## config.mk

```make
export PLATFORM = sky130hd
export DESIGN_NAME = instr_fetch_flat
export DESIGN_NICKNAME = d
export VERILOG_FILES = /design/src/rtl/cpu_pkg.sv /design/src/rtl/instr_fetch_if.sv /design/src/rtl/instr_fetch.sv /design/src/flat_wrapper.sv
export SDC_FILE = /design/constraint.sdc
export NUM_CORES = 1
export LEC_CHECK = 0
export BUFFER_PORTS_ARGS = -buffer_cell sky130_fd_sc_hd__buf_2
export CORE_MARGIN = 2
export CORE_UTILIZATION = 43
export CTS_BUF_LIST = sky130_fd_sc_hd__clkbuf_8
export DETAILED_ROUTE_END_ITERATION = 10
export PLACE_DENSITY = 0.8
export SETUP_SLACK_MARGIN = 0.05
export SLEW_MARGIN = 40
export SYNTH_ARGS = -nofsm -noshare
export SYNTH_HDL_FRONTEND = slang
export SYNTH_SLANG_ARGS = --single-unit
```

## constraint.sdc

```tcl
create_clock -name clk -period 1.29 [get_ports clk]
set_input_delay 0.0645 -clock clk [delete_from_list [all_inputs] [get_ports clk]]
set_output_delay 0.0645 -clock clk [all_outputs]
set_load 0.005 [all_outputs]
```

## src/rtl/cpu_pkg.sv

```systemverilog
// Shared CPU definitions: program-counter select encodings, the fetch FSM
// state encoding, and a helper that folds redirect selects onto the two
// legal targets.
package cpu_pkg;

    localparam logic [2:0] PC_SEL_INC = 3'b000;
    localparam logic [2:0] PC_SEL_IMM = 3'b001;
    localparam logic [2:0] PC_SEL_MEM = 3'b010;

    typedef enum logic [2:0] {
        IDLE     = 3'd0,
        FETCH    = 3'd1,
        WAIT_ACK = 3'd2,
        FULL     = 3'd3,
        REDIR    = 3'd4
    } fetch_state_e;

    // Execute may only redirect to an immediate or a memory-address target;
    // anything other than the memory select falls back to the immediate.
    function automatic logic [2:0] norm_sel(input logic [2:0] sel);
        return (sel == PC_SEL_MEM) ? PC_SEL_MEM : PC_SEL_IMM;
    endfunction

endpackage

```

## src/rtl/instr_fetch_if.sv

```systemverilog
// Fetch-side bus bundle: instruction-memory read channel plus the
// instruction hand-off to decode.
//   master (fetch unit): drives mem_rd/mem_addr, instr/instr_pc/instr_valid;
//                        samples mem_rdata/mem_ack, dec_ready.
//   slave  (memory + decode side): the mirror image.
interface instr_fetch_if #(
    parameter int ADDR_W  = 16,
    parameter int INSTR_W = 16
);
    logic               mem_rd;
    logic [ADDR_W-1:0]  mem_addr;
    logic [INSTR_W-1:0] mem_rdata;
    logic               mem_ack;
    logic [INSTR_W-1:0] instr;
    logic [ADDR_W-1:0]  instr_pc;
    logic               instr_valid;
    logic               dec_ready;

    modport master (
        output mem_rd, mem_addr, instr, instr_pc, instr_valid,
        input  mem_rdata, mem_ack, dec_ready
    );

    modport slave (
        input  mem_rd, mem_addr, instr, instr_pc, instr_valid,
        output mem_rdata, mem_ack, dec_ready
    );
endinterface

```

## src/rtl/instr_fetch.sv

```systemverilog
// Instruction fetch unit. Reads one word at the current pc, holds it for
// decode, then steps the external program counter. Branch/jump redirects from
// execute are parked in a pending register and applied from the REDIR state;
// a read already issued when a redirect arrives is allowed to complete and
// its data is dropped.
// Ports:
//   clk, rst           clock, async active-low reset
//   pc                 current program counter value
//   pc_en/pc_sel/pc_imm/pc_mem_addr   program-counter update request
//   redirect/redirect_sel/redirect_imm/redirect_addr   one-cycle redirect
//   bus                memory read channel + decode hand-off (master side)
module instr_fetch
    import cpu_pkg::*;
#(
    parameter int ADDR_W  = 16,
    parameter int INSTR_W = 16
) (
    input  logic              clk,
    input  logic              rst,
    input  logic [ADDR_W-1:0] pc,
    output logic              pc_en,
    output logic [2:0]        pc_sel,
    output logic [ADDR_W-1:0] pc_imm,
    output logic [ADDR_W-1:0] pc_mem_addr,
    input  logic              redirect,
    input  logic [2:0]        redirect_sel,
    input  logic [ADDR_W-1:0] redirect_imm,
    input  logic [ADDR_W-1:0] redirect_addr,
    instr_fetch_if.master     bus
);

    fetch_state_e state_q, state_d;

    logic [INSTR_W-1:0] instr_q;
    logic [ADDR_W-1:0]  instr_pc_q;
    logic               instr_valid_q;
    logic               first_q;     // first cycle in FULL: issue the increment
    logic               discard_q;   // outstanding read belongs to a dead path
    logic [2:0]         pend_sel_q;
    logic [ADDR_W-1:0]  pend_imm_q;
    logic [ADDR_W-1:0]  pend_addr_q;

    logic mem_rd;
    logic take_ack;
    logic clr_valid;

    always_ff @(posedge clk or negedge rst) begin
        if (!rst) state_q <= IDLE;
        else      state_q <= state_d;
    end

    always_comb begin
        state_d     = state_q;
        mem_rd      = 1'b0;
        pc_en       = 1'b0;
        pc_sel      = PC_SEL_INC;
        pc_imm      = '0;
        pc_mem_addr = '0;
        take_ack    = 1'b0;
        clr_valid   = 1'b0;
        case (state_q)
            IDLE: state_d = redirect ? REDIR : FETCH;
            FETCH: begin
                mem_rd  = 1'b1;
                state_d = WAIT_ACK;
            end
            WAIT_ACK: begin
                mem_rd = 1'b1;
                if (bus.mem_ack) begin
                    // A redirect in the ack cycle kills this word just like
                    // one seen earlier in the read.
                    if (discard_q || redirect) begin
                        state_d = REDIR;
                    end else begin
                        state_d  = FULL;
                        take_ack = 1'b1;
                    end
                end
            end
            FULL: begin
                if (redirect) begin
                    // Redirect wins: no increment, word is flushed.
                    state_d   = REDIR;
                    clr_valid = 1'b1;
                end else begin
                    pc_en = first_q;
                    if (instr_valid_q && bus.dec_ready) begin
                        state_d   = FETCH;
                        clr_valid = 1'b1;
                    end
                end
            end
            REDIR: begin
                pc_en       = 1'b1;
                pc_sel      = pend_sel_q;
                pc_imm      = pend_imm_q;
                pc_mem_addr = pend_addr_q;
                // A newer redirect re-targets; stay here to apply it next.
                state_d     = redirect ? REDIR : FETCH;
            end
            default: state_d = IDLE;
        endcase
    end

    always_ff @(posedge clk or negedge rst) begin
        if (!rst) begin
            instr_q       <= '0;
            instr_pc_q    <= '0;
            instr_valid_q <= 1'b0;
            first_q       <= 1'b0;
            discard_q     <= 1'b0;
            pend_sel_q    <= PC_SEL_INC;
            pend_imm_q    <= '0;
            pend_addr_q   <= '0;
        end else begin
            first_q <= take_ack;
            if (take_ack) begin
                instr_q       <= bus.mem_rdata;
                instr_pc_q    <= pc;
                instr_valid_q <= 1'b1;
            end else if (clr_valid) begin
                instr_valid_q <= 1'b0;
            end
            if (redirect) begin
                pend_sel_q  <= norm_sel(redirect_sel);
                pend_imm_q  <= redirect_imm;
                pend_addr_q <= redirect_addr;
            end
            if (state_q == WAIT_ACK && bus.mem_ack)
                discard_q <= 1'b0;
            else if (redirect && (state_q == FETCH || state_q == WAIT_ACK))
                discard_q <= 1'b1;
        end
    end

    assign bus.mem_rd      = mem_rd;
    assign bus.mem_addr    = mem_rd ? pc : '0;
    assign bus.instr       = instr_q;
    assign bus.instr_pc    = instr_pc_q;
    assign bus.instr_valid = instr_valid_q;

endmodule

```

## src/flat_wrapper.sv

```systemverilog
// flat-port wrapper written by rule: the top's interface ports become plain ports
module instr_fetch_flat import cpu_pkg::*;
#(
    parameter int ADDR_W  = 16,
    parameter int INSTR_W = 16
)
  (clk, rst, pc, pc_en, pc_sel, pc_imm, pc_mem_addr, redirect, redirect_sel, redirect_imm, redirect_addr, bus_mem_rd, bus_mem_addr, bus_instr, bus_instr_pc, bus_instr_valid, bus_mem_rdata, bus_mem_ack, bus_dec_ready);
  instr_fetch_if #(.ADDR_W(ADDR_W), .INSTR_W(INSTR_W)) bus_i ();
  input  logic clk;
  input  logic rst;
  input  logic [ADDR_W-1:0] pc;
  output logic pc_en;
  output logic [2:0] pc_sel;
  output logic [ADDR_W-1:0] pc_imm;
  output logic [ADDR_W-1:0] pc_mem_addr;
  input  logic redirect;
  input  logic [2:0] redirect_sel;
  input  logic [ADDR_W-1:0] redirect_imm;
  input  logic [ADDR_W-1:0] redirect_addr;
  output wire logic [$bits(bus_i.mem_rd)-1:0] bus_mem_rd;
  output wire logic [$bits(bus_i.mem_addr)-1:0] bus_mem_addr;
  output wire logic [$bits(bus_i.instr)-1:0] bus_instr;
  output wire logic [$bits(bus_i.instr_pc)-1:0] bus_instr_pc;
  output wire logic [$bits(bus_i.instr_valid)-1:0] bus_instr_valid;
  input wire logic [$bits(bus_i.mem_rdata)-1:0] bus_mem_rdata;
  input wire logic [$bits(bus_i.mem_ack)-1:0] bus_mem_ack;
  input wire logic [$bits(bus_i.dec_ready)-1:0] bus_dec_ready;
  assign bus_mem_rd = bus_i.mem_rd;
  assign bus_mem_addr = bus_i.mem_addr;
  assign bus_instr = bus_i.instr;
  assign bus_instr_pc = bus_i.instr_pc;
  assign bus_instr_valid = bus_i.instr_valid;
  assign bus_i.mem_rdata = bus_mem_rdata;
  assign bus_i.mem_ack = bus_mem_ack;
  assign bus_i.dec_ready = bus_dec_ready;
  instr_fetch #(.ADDR_W(ADDR_W), .INSTR_W(INSTR_W)) u_core (.clk(clk), .rst(rst), .pc(pc), .pc_en(pc_en), .pc_sel(pc_sel), .pc_imm(pc_imm), .pc_mem_addr(pc_mem_addr), .redirect(redirect), .redirect_sel(redirect_sel), .redirect_imm(redirect_imm), .redirect_addr(redirect_addr), .bus(bus_i));
endmodule
```

==> metrics.md <==
| Metric | Value |
|---|---|
| Peak VDD IR | `0.00101 V` |
| Synth area leader | `dfrtp_1` |
| Main flop type after synthesis | `dfrtp_1` |
| Clk pin slew, worst setup/hold paths | `80 ps` |
| GP Congestion | `between 0.6 and 0.7` |
| Hold crit path type | `in -> reg` |
| Post-DRT Antenna Nets | `0` |
| LEAKAGE | `~2.9 nW` |
| Site Rows | `31` |
| Max Cap Viol | `0` |
| Failing checks | `negative setup slack` |
| Number of port buffers | `approximately 160` |
| Number of synthesized flops with an enable pin | `0` |
| Met3 Wirelength | `about 540 um` |
| Post-route DRC violation count | `0` |
| Synthesized Nets | `approximately 310` |
| CP cell instances | `buf_6 -> nor3b_4 -> buf_4 -> buf_16 -> and2_1 -> buf_2` |
| Vias post-DR | `about 2800` |
| FF-to-FF path depth | `6` |
| Hpwl dp | `approximately 5200 um` |
| Synth cell count leaders | `dfrtp_1, and2_1, mux2_2` |
| Core box area | `between 7000 and 8000 sq um` |
| Minimum clock period | `~1700 ps` |
| Largest net degree at the start of global routing | `73` |
| Pre-Repair DR Iteration Count | `4` |
| Fin. Hold Viols | `0` |
| Crit-path max cell delay | `450 ps` |
| CP startpoint kind | `flip-flop` |
| Total power | `around 9.0 mW` |
| RSZ-0062 raised after global routing | `true` |
| YS warnings | `0` |
| Max FO, Critical Path | `17` |
| GRT Util Overall | `0.231` |
| Final Slew Violations | `0` |
| Ports | `~160` |
| Met2 Wirelength | `~5000 um` |
| Cell internal pwr | `a little over 6 mW` |
| Seq cells post-synth | `72` |
| WP depth | `6` |
| Slowest-stage cell, CP | `dfrtp_2` |
| Clk_skew | `~9.4 ps` |
| Net Sw Power | `between 2 and 3 mW` |
| F_max | `about 0.59 GHz` |
| Worst path top cell family by delay | `buffers and inverters` |
| Cell Area, Placed | `~4300 sq um` |
| Worst EP required | `roughly 1200 ps` |
| Final setup vio count | `86` |
| Area delta synth->final | `67.1%` |
| Synth cell types | `32` |
| Gr ovfl total | `0` |
| Reg area | `1800 sq um` |
| Vias in the first global route | `around 3100` |
| Die Area | `between 8000 and 9000 sq um` |
| Drt wl/cell | `between 15 and 20 um` |
| TritonCTS clock tree | `yes` |
| Period utilization | `1.31` |
| Status | `finished, violations left` |
| Final hold slack | `around 25 ps` |
| Async set or reset register ratio after synthesis | `1.00` |
| Initial core utilization | `0.448` |
| Switching Fraction | `0.306` |
| First-pass GRT wire length | `approximately 15000 um` |
| DRT met1 WL | `3770 um` |
| Post-Syn Area | `approximately 3300 sq um` |
| Critical Path AT | `about 1600 ps` |
| Setup_tns | `-27090 ps` |
| CTS Buffer Depth | `2` |
| Multi-input gate area | `1470 sq um` |
| Share of cells above drive strength 1 | `0.584` |
| CTS root buf | `clkbuf_8` |
| Setup ws final | `-401 ps` |
| Logic pwr share | `0.443` |
| Synth top area share | `0.552` |
| Initial DRC Count | `84` |
| Power share of the clock group | `0.197` |
| H-Tree Depth | `3` |
| Num CTS Buffers | `9` |
| # diodes | `0` |
| Syn Inst Count | `234` |
| Avg Inst Size Synth | `approximately 14 sq um` |
| Power per cell area | `around 1600 nW/um^2` |
| Largest cells by area after synthesis | `dfrtp_1, mux2_4, mux2_2` |
| Crit Path Category | `reg -> out` |
| CP endpoint kind | `output port` |
| Most frequently used cell type in the post-synthesis netlist | `dfrtp_1` |
| Detailed Route WL | `9520 um` |
| Die Y | `91.1 um` |
| Vias per Instance | `4.77` |
| Top sig layer | `met4` |
| CP bufs+invs | `4` |
| Worst skew pair latency | `between 300 and 400 ps` |
| DIE WIDTH | `roughly 90 um` |
| FILL cells | `around 500` |
| Initial antenna violation count | `0` |
| Final net count | `560` |
| Worst hold path depth | `3` |
| Register area share after synthesis | `0.552` |
| Register share of total power | `0.360` |
| Design area | `between 5000 and 6000 sq um` |
| Clock sinks | `72` |
[stage by stage]
step | setup slack [ps] | cells | utilization
final | -401 | 592 | 0.748
after global routing | -479 | 592 | 0.748
after CTS | -385 | 591 | 0.740
after detailed placement | -144 | 495 | 0.586
after global placement | -104 | 495 | 0.586
after floorplan | -112 | 234 | -
[state kept, by name (all words and copies together), names as in the netlist]
register,flops
u_core.pend_imm_q,16
u_core.bus.instr_pc,16
u_core.pend_addr_q,16
u_core.state_q,3
u_core.discard_q,1
u_core.first_q,1
u_core.bus.instr_valid,1
u_core.pend_sel_q,2
u_core.bus.instr,16
[repair_timing]
item / in CTS / in global routing
pin swaps: 3 / 4
gates cloned: 4 / 0
endpoints found under the hold margin: 137 / 0
setup endpoints to repair: 85 / 89
hold buffers: 67 / 0
buffers inserted: 9 / 2
resized for setup: 24 / 20
[logic make-up after synthesis]
| kind of cell | Yosys count | synth area share |
|---|---|---|
| flip-flops | 72 | 0.552 |
| multiplexers | 64 | 0.253 |
| AND/OR/NAND/NOR | 64 | 0.126 |
| buffers and inverters | 17 | 0.0310 |
| AO/OA/AOI/OAI | 16 | 0.0368 |
| other | 1 | 0.00115 |
[power groups by stage]
stage	Clock, mW	Combinational [mW]	Sequential, mW
finish	1.76	3.97	3.23
global route	1.89	4.25	3.29
CTS	1.81	3.70	3.21
detailed placement	0	3.08	3.22
global placement	0	2.97	3.21
floorplan	0	1.63	3.23
[placed cells by master (no fill, tap or decap), drive strengths merged, types with 4 or more instances in the layout]
master | netlist | routed
clkbuf | 3 | 9
buf | 11 | 188
mux2 | 64 | 64
nor2 | 4 | 4
and2 | 50 | 50
dlygate4sd3 | 0 | 67
dfrtp | 72 | 72
clkinv | 0 | 4
[routing by layer]
metal,vias to the layer above,global-route usage
met1,1383,0.260
met5,-,0
met2,117,0.415
met4,0,0.0985
met3,25,0.0556
li1,1301,-
[worst reg2reg max path, delay by kind of cell, from the launching register on]
family / cells / cell delay [ps]
buf+inv: 3 / 400
flops: 1 / 390
mux: 1 / 300
simple gates: 2 / 360
[worst paths after layout]
kind	startpoint	end	slack, ps
worst min-delay path	bus_dec_ready	u_core.state_q[1]	20
worst max-delay path	u_core.state_q[0]	pc_mem_addr[7]	-400
worst max register to register	u_core.state_q[2]	u_core.bus.instr_pc[14]	-280
max in group asynchronous	rst	u_core.state_q[0]	690
worst min register to register	u_core.pend_sel_q[0]	u_core.pend_sel_q[0]	500
min in group asynchronous	rst	u_core.pend_addr_q[12]	260
[cell type report]
class                           instances  share of cell area
Timing Repair Buffer                  255               0.340
Clock inverter                          7              0.0133
Tap cell                               99              0.0227
Inverter                                3             0.00206
Multi-Input combinational cell        147               0.269
Sequential cell                        72               0.331
Clock buffer                            9              0.0227
(Power assumes the default switching activity.)
